**config.mk**
```make
export PLATFORM = sky130hd
export DESIGN_NAME = serial_adder
export DESIGN_NICKNAME = d
export VERILOG_FILES = /design/src/rtl/serial_adder_pkg.sv /design/src/rtl/sa_full_adder_bit.sv /design/src/rtl/serial_adder.sv
export SDC_FILE = /design/constraint.sdc
export NUM_CORES = 1
export LEC_CHECK = 0
export ABC_CLOCK_PERIOD_IN_PS = 1700
export CORE_UTILIZATION = 49
export DETAILED_ROUTE_END_ITERATION = 7
export PLACE_DENSITY = 0.78
export SYNTH_ARGS = -nofsm -noshare
export SYNTH_HDL_FRONTEND = slang
export SYNTH_HIERARCHICAL = 1
export SYNTH_SLANG_ARGS = --single-unit
```
**constraint.sdc**
```tcl
create_clock -name sa_clk -period 1.7 [get_ports sa_clk]
set_clock_uncertainty 0.05 [all_clocks]
set_input_delay 0.255 -clock sa_clk [delete_from_list [all_inputs] [get_ports sa_clk]]
set_output_delay 0.255 -clock sa_clk [all_outputs]
set_load 0.005 [all_outputs]
```
**src/rtl/serial_adder_pkg.sv**
```systemverilog
// Shared types and constants for the bit-serial adder.
package serial_adder_pkg;

    localparam int SA_WIDTH_DEF = 8;

    typedef enum logic [1:0] {
        IDLE = 2'd0,
        RUN  = 2'd1,
        DONE = 2'd2
    } sa_state_t;

    // Counter must be able to hold WIDTH itself, hence WIDTH+1 codes.
    function automatic int sa_cnt_width(input int width);
        return (width < 1) ? 1 : $clog2(width + 1);
    endfunction

endpackage

```
**src/rtl/sa_full_adder_bit.sv**
```systemverilog
// One-bit full adder: two cascaded half adders with the carries ORed together.
module sa_full_adder_bit (
    input  logic a,
    input  logic b,
    input  logic cin,
    output logic sum,
    output logic cout
);

    logic ha0_sum;
    logic ha0_carry;
    logic ha1_carry;

    assign ha0_sum   = a ^ b;
    assign ha0_carry = a & b;

    assign sum       = ha0_sum ^ cin;
    assign ha1_carry = ha0_sum & cin;

    assign cout      = ha0_carry | ha1_carry;

endmodule

```
**src/rtl/serial_adder.sv**
```systemverilog
// Bit-serial adder: one operand bit per clock, LSB first, result held until next start.
// Optional SERIAL_ADDER_OVF_EN adds the sa_ovf signed-overflow output.
module serial_adder
    import serial_adder_pkg::*;
#(
    parameter int WIDTH = SA_WIDTH_DEF
) (
    input  logic             sa_clk,
    input  logic             sa_rst_n,
    input  logic             sa_start,
    input  logic [WIDTH-1:0] sa_A,
    input  logic [WIDTH-1:0] sa_B,
    output logic             sa_busy,
    output logic             sa_done,
    output logic [WIDTH-1:0] sa_S,
    output logic             sa_C
`ifdef SERIAL_ADDER_OVF_EN
    ,
    output logic             sa_ovf
`endif
);

    localparam int CNT_W = sa_cnt_width(WIDTH);

    sa_state_t        state_reg, state_next;
    logic [WIDTH-1:0] a_reg, a_next;
    logic [WIDTH-1:0] b_reg, b_next;
    logic [WIDTH-1:0] s_reg, s_next;
    logic             carry_reg, carry_next;
    logic [CNT_W-1:0] cnt_reg, cnt_next;
    logic [WIDTH:0]   s_shift;
    logic             sum_bit;
    logic             carry_bit;
    logic             start_accept;
    logic             last_bit;

    assign start_accept = (state_reg == IDLE) && sa_start;
    assign last_bit     = (state_reg == RUN) && (cnt_reg == CNT_W'(WIDTH - 1));
    // New sum bit enters at the MSB so that after WIDTH shifts bit 0 lands at position 0.
    assign s_shift      = {sum_bit, s_reg};

    sa_full_adder_bit u_fa (
        .a    (a_reg[0]),
        .b    (b_reg[0]),
        .cin  (carry_reg),
        .sum  (sum_bit),
        .cout (carry_bit)
    );

    // State register
    always_ff @(posedge sa_clk or negedge sa_rst_n) begin
        if (!sa_rst_n) begin
            state_reg <= IDLE;
        end else begin
            state_reg <= state_next;
        end
    end

    // Next-state logic
    always_comb begin
        state_next = state_reg;
        case (state_reg)
            IDLE:    if (sa_start) state_next = RUN;
            RUN:     if (last_bit) state_next = DONE;
            DONE:    state_next = IDLE;
            default: state_next = IDLE;
        endcase
    end

    // Output logic
    always_comb begin
        sa_busy = 1'b0;
        sa_done = 1'b0;
        case (state_reg)
            RUN:     sa_busy = 1'b1;
            DONE:    sa_done = 1'b1;
            default: ;
        endcase
    end

    // Datapath next values: load on accepted start, shift/add while running, hold otherwise.
    always_comb begin
        a_next     = a_reg;
        b_next     = b_reg;
        s_next     = s_reg;
        carry_next = carry_reg;
        cnt_next   = cnt_reg;
        if (start_accept) begin
            a_next     = sa_A;
            b_next     = sa_B;
            s_next     = '0;
            carry_next = 1'b0;
            cnt_next   = '0;
        end else if (state_reg == RUN) begin
            a_next     = a_reg >> 1;
            b_next     = b_reg >> 1;
            s_next     = s_shift[WIDTH:1];
            carry_next = carry_bit;
            cnt_next   = cnt_reg + CNT_W'(1);
        end
    end

    always_ff @(posedge sa_clk or negedge sa_rst_n) begin
        if (!sa_rst_n) begin
            a_reg     <= '0;
            b_reg     <= '0;
            s_reg     <= '0;
            carry_reg <= 1'b0;
            cnt_reg   <= '0;
        end else begin
            a_reg     <= a_next;
            b_reg     <= b_next;
            s_reg     <= s_next;
            carry_reg <= carry_next;
            cnt_reg   <= cnt_next;
        end
    end

    assign sa_S = s_reg;
    // After the last bit the carry flop holds the MSB carry-out and is frozen until the next start.
    assign sa_C = carry_reg;

`ifdef SERIAL_ADDER_OVF_EN
    logic ovf_reg, ovf_next;

    // On the final bit carry_reg is the carry into the MSB and carry_bit the carry out of it.
    always_comb begin
        ovf_next = ovf_reg;
        if (start_accept) begin
            ovf_next = 1'b0;
        end else if (last_bit) begin
            ovf_next = carry_reg ^ carry_bit;
        end
    end

    always_ff @(posedge sa_clk or negedge sa_rst_n) begin
        if (!sa_rst_n) begin
            ovf_reg <= 1'b0;
        end else begin
            ovf_reg <= ovf_next;
        end
    end

    assign sa_ovf = ovf_reg;
`endif

endmodule

```
# ---- Yosys cells after proc, flatten, opt, wreduce, memory -nomap -nowiden
# Index checks and enable logic that the tools add are counted.
dict set report word_totals {
  inputBits 19
  register_bits 31
  word_cells 37
  output_inout_bits 11
}
dict set report classes {
  n_bitwise 5
  eq_ne 5
  n_reduce_logical 5
  add_sub_neg 1
  n_mux 15
}
# op n
set op_table {}
lappend op_table {{8-bit two-way mux} 6}
lappend op_table {{4-bit two-way mux} 2}
lappend op_table {{4-bit by 1-bit adder with 4-bit output (second input constant)} 1}
lappend op_table {{4-bit by 3-bit == test with 1-bit output (second input constant)} 1}
lappend op_table {{1-bit two-way mux} 4}
lappend op_table {{2-bit two-way mux} 2}
lappend op_table {{2-bit inequality test (second input constant)} 2}
lappend op_table {{2-bit case mux with 2 select lines} 1}
lappend op_table {{1-bit AND} 2}
lappend op_table {{2-bit by 1-bit == test with 1-bit output (second input constant)} 1}
lappend op_table {{2-bit == test (second input constant)} 1}
lappend op_table {{1-bit logical AND} 2}
lappend op_table {{2-bit zero test} 1}
lappend op_table {{2-bit AND reduction} 1}
lappend op_table {{2-bit nonzero test} 1}
lappend op_table {{1-bit XOR} 2}
lappend op_table {{1-bit OR} 1}

# ---- Longest topological paths before layout
# Gate-level depths: netlist of the first run.
dict set report depth {
  ltp_word 5
  ltp_mapped 5
  ltp_nobuf 3
}

# ---- Cells and area by module
# The synthesis of the first run kept the hierarchy.
# mod cells_per_inst area_each_um2 n_inst seq_area_each_um2
set by_module_without_submodules {}
lappend by_module_without_submodules {serial_adder 115 1325.0 1 775.7}
lappend by_module_without_submodules {sa_full_adder_bit 1 20.0 1 0.0}

# ---- Worst setup path after synthesis of the first run
# No wires, ideal clock.
dict set report synth_path {
  path_kind {register -> register}
  start {reg state_reg[1]}
  end {reg carry_reg, in the netlist sa_C}
  path_buffers 2
  setup_ns 0.121
  stages_incl_launch_ff 5
  arrival_time_ns 1.054
  required_time_ns 1.529
  period_less_slack_ns 1.225
  path_slack_ns 0.475
  path_cell_list {dfrtp_1 buf_4 o21bai_4 buf_4 a22o_1}
}
dict set report synth_between {
  elab_chain_len 3
  elab_cells_between_ends 5
  classes_between {eq/ne: 1; mux: 1; reduce/logical: 3}
}
# item line
set synth_rtl {}
lappend synth_rtl {{from (decl)} serial_adder.sv:25} ;# sa_state_t state_reg, state_next;
lappend synth_rtl {{from (signal assigned)} serial_adder.sv:55} ;# state_reg <= state_next;
lappend synth_rtl {{2-bit zero test} serial_adder.sv:37} ;# assign start_accept = (state_reg == IDLE) && sa_start;
lappend synth_rtl {{1-bit logical AND} serial_adder.sv:37}
lappend synth_rtl {{1-bit two-way mux / 2-bit nonzero test (equally long branches)} n/a}
lappend synth_rtl {{to (signal assigned)} serial_adder.sv:114} ;# carry_reg <= carry_next;
lappend synth_rtl {{to (decl)} serial_adder.sv:29} ;# logic carry_reg, carry_next;
# Parallel ways exist; a longest one is shown, timed or not.
# A chain may end at the register's enable or synchronous reset.

# ---- Final worst setup path of the first run
dict set report layout_path {
  start {reg carry_reg, in the netlist sa_C}
  end {out sa_C}
}
# item line
set layout_lines {}
lappend layout_lines {{to (decl)} serial_adder.sv:16} ;# output logic sa_C
# No word-level cell between the ends.

==> results of run 1 <==
cell families after synthesis:
| group | count (synthesis) |
|---|---|
| compound gates | 47 |
| fa+ha+maj | 2 |
| buf+inv | 11 |
| flops | 31 |
| mux | 2 |
| simple gates | 23 |
synth_stat cells:
| library cell | n | area [µm²] |
|---|---|---|
| buf_4 | 6 | 45.0 |
| mux2_2 | 2 | 22.5 |
| and2b_1 | 1 | 7.51 |
| and2_1 | 1 | 6.26 |
| and3_1 | 1 | 6.26 |
| a22oi_1 | 14 | 105 |
| nand3_1 | 1 | 5.00 |
| nor2_1 | 1 | 3.75 |
| buf_2 | 2 | 10.0 |
| nor3_1 | 1 | 5.00 |
| o21ai_0 | 14 | 70.1 |
| a211oi_1 | 1 | 7.51 |
| dfrtp_1 | 31 | 776 |
| clkbuf_1 | 1 | 3.75 |
| nand4_1 | 1 | 6.26 |
| ha_1 | 1 | 12.5 |
| fa_1 | 1 | 20.0 |
| a2bb2oi_1 | 2 | 17.5 |
| nor2b_1 | 2 | 12.5 |
| inv_1 | 2 | 7.51 |
| a22o_1 | 13 | 114 |
| nand2_1 | 14 | 52.6 |
| o21bai_4 | 1 | 18.8 |
| a21oi_1 | 2 | 10.0 |
cell type report:
cell class,count,area [µm²]
timing repair buffer,40,390
sequential,31,776
fill,205,787
inverter,2,7.51
clock buffer,6,41.3
multi-input combinational,74,505
tap,30,37.5
cells in the final DEF (no fill, tap or decap):
cell	netlist	final
o21ai_0	14	14
a211oi_1	1	1
a2bb2oi_1	2	2
clkbuf_1	1	1
nand2_1	14	14
clkbuf_4	0	5
dlymetal6s2s_1	0	2
a22o_1	13	13
o21bai_4	1	1
and2b_1	1	1
nor2b_1	2	1
clkdlybuf4s50_1	0	27
nor2_1	1	1
mux2_2	2	2
inv_1	2	2
buf_12	0	1
a22oi_1	14	14
fa_1	1	1
a21oi_1	2	2
buf_4	6	10
nor2b_2	0	1
ha_1	1	1
nand3_1	1	1
and2_1	1	1
nand4_1	1	1
dfrtp_1	31	31
and3_1	1	1
nor3_1	1	1
per-layer routing:
metal | up-vias | wire, µm | GRT usage
met5 | - | 0 | 0
met4 | 0 | 38 | 0.103
met1 | 502 | 1300 | 0.279
li1 | 503 | - | -
met2 | 29 | 1300 | 0.368
met3 | 6 | 145 | 0.0833
metrics by stage:
| step | hold slack, ps | setup slack (ps) | util | std cells |
|---|---|---|---|---|
| final | 267 | 155 | 0.691 | 183 |
| after global routing | 318 | 99.8 | 0.691 | 183 |
| after CTS | 281 | 1.04 | 0.686 | 182 |
| after detailed placement | 420 | 113 | 0.666 | 175 |
| after global placement | 410 | 159 | 0.666 | 175 |
| after floorplan | -90.6 | 475 | - | 116 |
power by group through the flow:
stage	logic (µW)	clock network, µW	registers (µW)
finish	986	377	1180
global route	1100	412	1220
CTS	986	391	1180
detailed placement	972	0	1200
global placement	930	0	1180
floorplan	590	0	1160
repair_timing:
action	4_1_cts	5_1_grt
gates cloned	0	0
gates resized for setup	1	2
setup buffers	1	1
setup endpoints to repair	1	2
path summary, 6_finish.rpt:
path	startpoint	slack (ps)	cells past startpoint	end
min in group sa_clk	a_reg[2]	430	2	a_reg[2]
hold reg to reg	a_reg[2]	430	2	a_reg[2]
max in group asynchronous	sa_rst_n	1050	2	b_reg[1]
setup / recovery	sa_C	150	1	sa_C
hold / removal	sa_rst_n	270	2	b_reg[2]
setup reg to reg	state_reg[1]	190	5	b_reg[7]
==> impl_summary.md, run 1 <==
Setup path
Data on the critical path arrives at its endpoint at 1240 ps. The element type at the critical path end is an output pin. Walking the worst path, the cells encountered are clkdlybuf4s50_1. The biggest fanout along the worst timing path is 3. The required time of the critical path is 1390 ps. On the worst path, the slowest cell contributes a delay of between 500 and 600 ps. Grouping stages by cell kind, the critical path spends the most delay in buffers and inverters. STA classifies the critical path startpoint as a flop.

The highest-delay cell along the critical path is clkdlybuf4s50_1. The critical path is of the flop to output pin type. The total buffers and inverters traversed by the critical path is 1.

Timing
Of the available clock period, the critical path in the final layout requires 0.909. For this run, the top clock speed supported by timing is 647 MHz. The routed design could run at a clock period as short as 1550 ps.

For the pin with the worst max-slew slack, the measured transition is 389 ps. The final setup violation count is 0. The worst relative slew slack is 0.740. Setup repair after global routing left no endpoint under its margin. The number of pins with negative max-slew slack in the final report is 0.

For the final routed database, the setup TNS stands at 0 ps. The number of failing hold endpoints at the final stage is 0.

Final layout
The area overhead of the layout relative to synthesis is 30.7%. 0 antenna diodes ended up in the layout. After the last flow step, the layout net total stands at 175. The finished cells cover 0.00176 mm². In the final layout, the share of cells above drive strength 1 is 0.131.

Power
The portion of total power attributed to sequential cells is 0.465. The portion of total power attributed to combinational logic is 0.387. The internal power summed over all cells is 1710 µW.

The proportion of total power due to net switching is 0.327. For this design the total switching power over the nets is 833 µW. The power density over the cells is 1450 mW/mm². The total chip power is 2550 µW. VDD sags by at most 0.00103 V.

The leakage component of the power is around 0.00079 µW. The proportion of power drawn by the clock network is 0.148.

Global routing
Entering global routing, the biggest net connects 32 pins. After global routing the overflow that remains totals 0. The via count of the first global-routing pass came to 1057. In the global route stage, overall resource usage came out at 0.231. The first-pass GRT wire length is 4670 µm. The number of antenna violations at the first check in global routing came to 0.

Job
Max-cap violations in this run came to 0.

Synth
Of the total synthesized cell area, the portion taken by XOR and XNOR cells is 0. The register bit count reported by yosys is 31. Synthesis handed over a netlist of 116 instances. The number of library cell types mapped by synthesis is 24. Of the total synthesized cell area, the portion taken by full adders, half adders and majority gates is 0.0242.

The multiplexer share of the synthesized area is 0.0167. The average instance in the mapped netlist occupies 11.6 µm². The synthesized-area fraction occupied by and/or/nand/nor cells is 0.0781. After synthesis, the largest family of logic cells by area is compound AO/OA/AOI/OAI gates.

The number of nets produced by synthesis is 137. The count of warnings emitted by yosys is 6. The share of the synthesized area in compound gates (AO/OA/AOI/OAI) was 0.255. For this run, the register share of the synthesized area comes to 0.577.

The cell area after synthesis is around 0.0013 mm².

Outcome
The run finished with clean final reports.

Die
The initial utilization of the core area, before any placement, comes to 0.529. 30 I/O pins were placed. The die area is 0.00296 mm².

The width of the chip is roughly 54 µm. In this run the core area contains 18 standard-cell rows. The core outline area is 0.00254 mm². The die extent in y is 54.4 µm.

Place
The congestion estimate from routability-driven global placement came to just under 0.8. The number of buffers added on ports is 29. After legalization and detailed placement, the total HPWL measured between 1500 and 2000 µm. The instance area at placement is about 0.0017 mm².

Clock network
Clock-pin slew was measured on the worst setup and hold paths at 90 ps. The hold buffer count at CTS is 0. In this run the number of H-tree levels came out at 2. TritonCTS built the clock tree. CTS saw 31 sinks. The clock passes through at most 2 buffers. The later pin in the worst-skew pair is clocked with a latency of between 300 and 400 ps. The tree is rooted in a clkbuf_4. The number of buffers created by CTS is 5.

Drt
The number of nets with antenna violations after routing is 0. Dividing the detail-routed wire length by the instance count gives 15.2 µm. The total iterations of the first detailed-routing run is 4. The routed design has around 2800 µm of wire.

The count of routing violations after the opening detailed-route iteration is 31. Using the TritonRoute via totals, the vias-per-cell ratio works out to 5.68. The DRC violations left is 0. For this block, the via count after detailed routing is about 1000.

Worst hold path
The path class of the tightest hold or removal check is input port to async pin.
No activity file was read; power rests on OpenSTA's default activity.
==> run 2: changes to the inputs <==
ABC_CLOCK_PERIOD_IN_PS = not set   (was 1700)
CORE_ASPECT_RATIO = 0.75   (was not set)
==> run 2 against run 1 <==
Wire length increased by 2.5%. Clock-buffer cell count increased by 2. Sequential share of layout area down 0.50 points. Worst hold slack got worse by 21 ps. Global-route usage fell by 0.85 points. Design area increased by 1.1%. Maximum frequency is 5.4% lower. Critical path depth is 5 higher. Die area barely moved. Non-clock buffer count fell by 1. Critical endpoint is now sa_S[2]. Highest routed layer unchanged.
==> impl_summary.md, run 2 (synthesis results as in run 1) <==
Place
The number of buffers added on ports is 29. After detailed placement, the design holds a cell count of 180. The wire-length estimate of the detail-placed layout is 1980 µm.

Before CTS, the worst setup slack after placement is around 65 ps. Routability-driven placement finished with a final weighted congestion of 0.712. The instance area at placement is 0.00169 mm².

Drt
The average via count per standard cell is 5.50. The detail route stage leaves a number of antenna-violating nets equal to 0. The count of routing violations after the opening detailed-route iteration is 67. The total detailed-routing wirelength is 2860 µm. The DRC violations left is 0. The routed via count is approximately 1000. The first detailed-routing pass ran for 4 iterations. In the final routed layout, each cell accounts on average for around 15 µm.

Final layout
Once layout is complete, the cells apart from fillers number 190. The multi-input combinational cells in the finished layout cover a total of 505 µm². The finished layout cell area is ~0.0018 mm². The sequential cells in the finished layout cover a total of 776 µm².

The area overhead of the layout relative to synthesis is 32.2%. The library cell used most frequently in the layout, excluding fill and tap cells, is dfrtp_1. The number of nets in the layout is 174. In the layout the commonest cells are dfrtp_1 (31), clkdlybuf4s50_1 (27), a22oi_1 (14), nand2_1 (14), o21ai_0 (14). The layout has a little under 200 filler cells. In the final layout, the share of cells above drive strength 1 is 0.136. 0 antenna diodes ended up in the layout.

Timing
Setup total negative slack on the finished layout was measured at 0 ps. The clock period could shrink to 1630 ps. The number of failing hold endpoints at the final stage is 0. Setup repair after global routing left no endpoint under its margin. Based on the critical path, the design can be clocked at up to 612 MHz. The worst relative slew slack is 0.745. The number of pins with negative max-slew slack in the final report is 0. Setup violations remaining at the end of the flow were counted as 0. Dividing the final minimum period by the clock period gives 0.961. At the pin with the least slew margin, the transition time is 382 ps.

Setup slack on the critical path of the routed design comes to 66.9 ps.

Setup path
The element type at the critical path end is a flop. The worst setup path is launched from a flop. The number of cells on the worst reg-to-reg path is 6.

The register-to-register setup slack is 70 ps. The critical path is of the flop to flop type. The endpoint identified for the worst register-to-register timing path is sa_S[2]. STA puts the critical path data arrival time at between 1500 and 2000 ps. Tracing the worst setup path back leads to its startpoint at state_reg[1]. For the worst setup path, the data required time is 1870 ps. The reg-to-reg startpoint is state_reg[1]. The biggest fanout along the worst timing path is 18.

Global routing
The first global-routing pass estimated roughly 4700 µm of wire. The via count of the first global-routing pass is 1033. Entering global routing, the biggest net connects 32 pins. The number of antenna violations at the first check in global routing was 0. For this run the aggregate overflow at the end of global routing stands at 0.

The total global routing track utilization is 0.222.

Clock network
The tree is rooted in a clkbuf_4. Clock tree synthesis inserted a total of 5 buffers. The depth of the CTS H-tree is 2. The clock transition time at the flip-flop clock pins of the worst setup and hold paths is 100 ps. The insertion delay of the later-clocked pin in the worst-skew pair is 330 ps. The CTS tree is done. No sink is reached through more buffers than the 2 on the longest clock path.

The clock sink count is 31.

Power
The internal power of the cells totals 1790 µW. The share of total power dissipated in combinational logic is 0.370. The proportion of power drawn by the clock network is 0.185. The power density over the cells is 1490 mW/mm². Of the total power, the share spent switching nets is 0.323.

Summed over all nets, the switching power comes to 856 µW. Of the total power, registers draw 0.445. The leakage component of the power is 0.000784 µW. The worst vdd rail ir drop is a little over 0.0009 V.

Die
The floorplan step defined a core boundary enclosing 0.00260 mm². The die is ~62 µm wide. The die is approximately 47 µm tall.

The floorplan has 16 rows. The die area is 0.00296 mm². Pin placement for this block handled 30 I/O pins. For this configuration, the core starts out at a cell density of 0.517.

Worst hold path
The tightest min-delay check is of the input port to async pin type.

Outcome
The run finished with clean final reports.

Job
The count of maximum capacitance violations is 0.
-- run 2: power by group through the flow --
stage | clock network [µW] | registers, µW | logic [µW]
6_report | 491 | 1180 | 980
5_1_grt | 534 | 1220 | 1100
4_1_cts | 497 | 1180 | 990
3_5_place_dp | 0 | 1200 | 972
3_3_place_gp | 0 | 1180 | 930
2_1_floorplan | 0 | 1160 | 590
-- run 2: worst max-delay path by stage --
stage | to
final | sa_S[2]
after global routing | sa_S[2]
after CTS | sa_S[2]
after detailed placement | b_reg[3]
after global placement | sa_S[6]
after floorplan | sa_C
-- run 2: layout make-up --
| class | instances | share of cell area |
|---|---|---|
| inverter | 2 | 0.00422 |
| sequential | 31 | 0.436 |
| multi-input combinational | 74 | 0.284 |
| clock buffer | 8 | 0.0387 |
| timing repair buffer | 39 | 0.211 |
| tap | 36 | 0.0253 |
-- run 2: what timing repair did --
| item | in CTS | in global routing |
|---|---|---|
| setup endpoints to repair | 2 | 0 |
| hold buffers | 0 | 0 |
| resized for setup | 3 | 0 |
| buffers inserted | 2 | 0 |
-- run 2: layer usage --
layer  vias to the layer above  part of all wire  global-route usage
met2                        14              0.50               0.387
met1                       526              0.46               0.263
met5                         -                 0                   0
met3                         2             0.033              0.0825
met4                         0            0.0077              0.0837
li1                        503                 -                   -
-- run 2: per-stage QoR --
stage          hold WS (ps)  power, µW   util
2_1_floorplan         -90.6       1750      -
5_1_grt                 289       2850  0.683
6_report                246       2650  0.683
3_3_place_gp            413       2110  0.651
4_1_cts                 258       2670  0.683
3_5_place_dp            422       2170  0.651
-- run 2: critical path, stage by stage, from the launching register on --
cell and delay (ps):
dfrtp_1 390, buf_4 140, buf_4 130, buf_4 180, o21bai_4 250, buf_4 200
a22o_1 180
==> run 3: changes to the inputs <==
HOLD_SLACK_MARGIN = 0.08   (was not set)
==> results of run 3 <==
No change in the layout: final DEF, timing and power equal those of run 2.
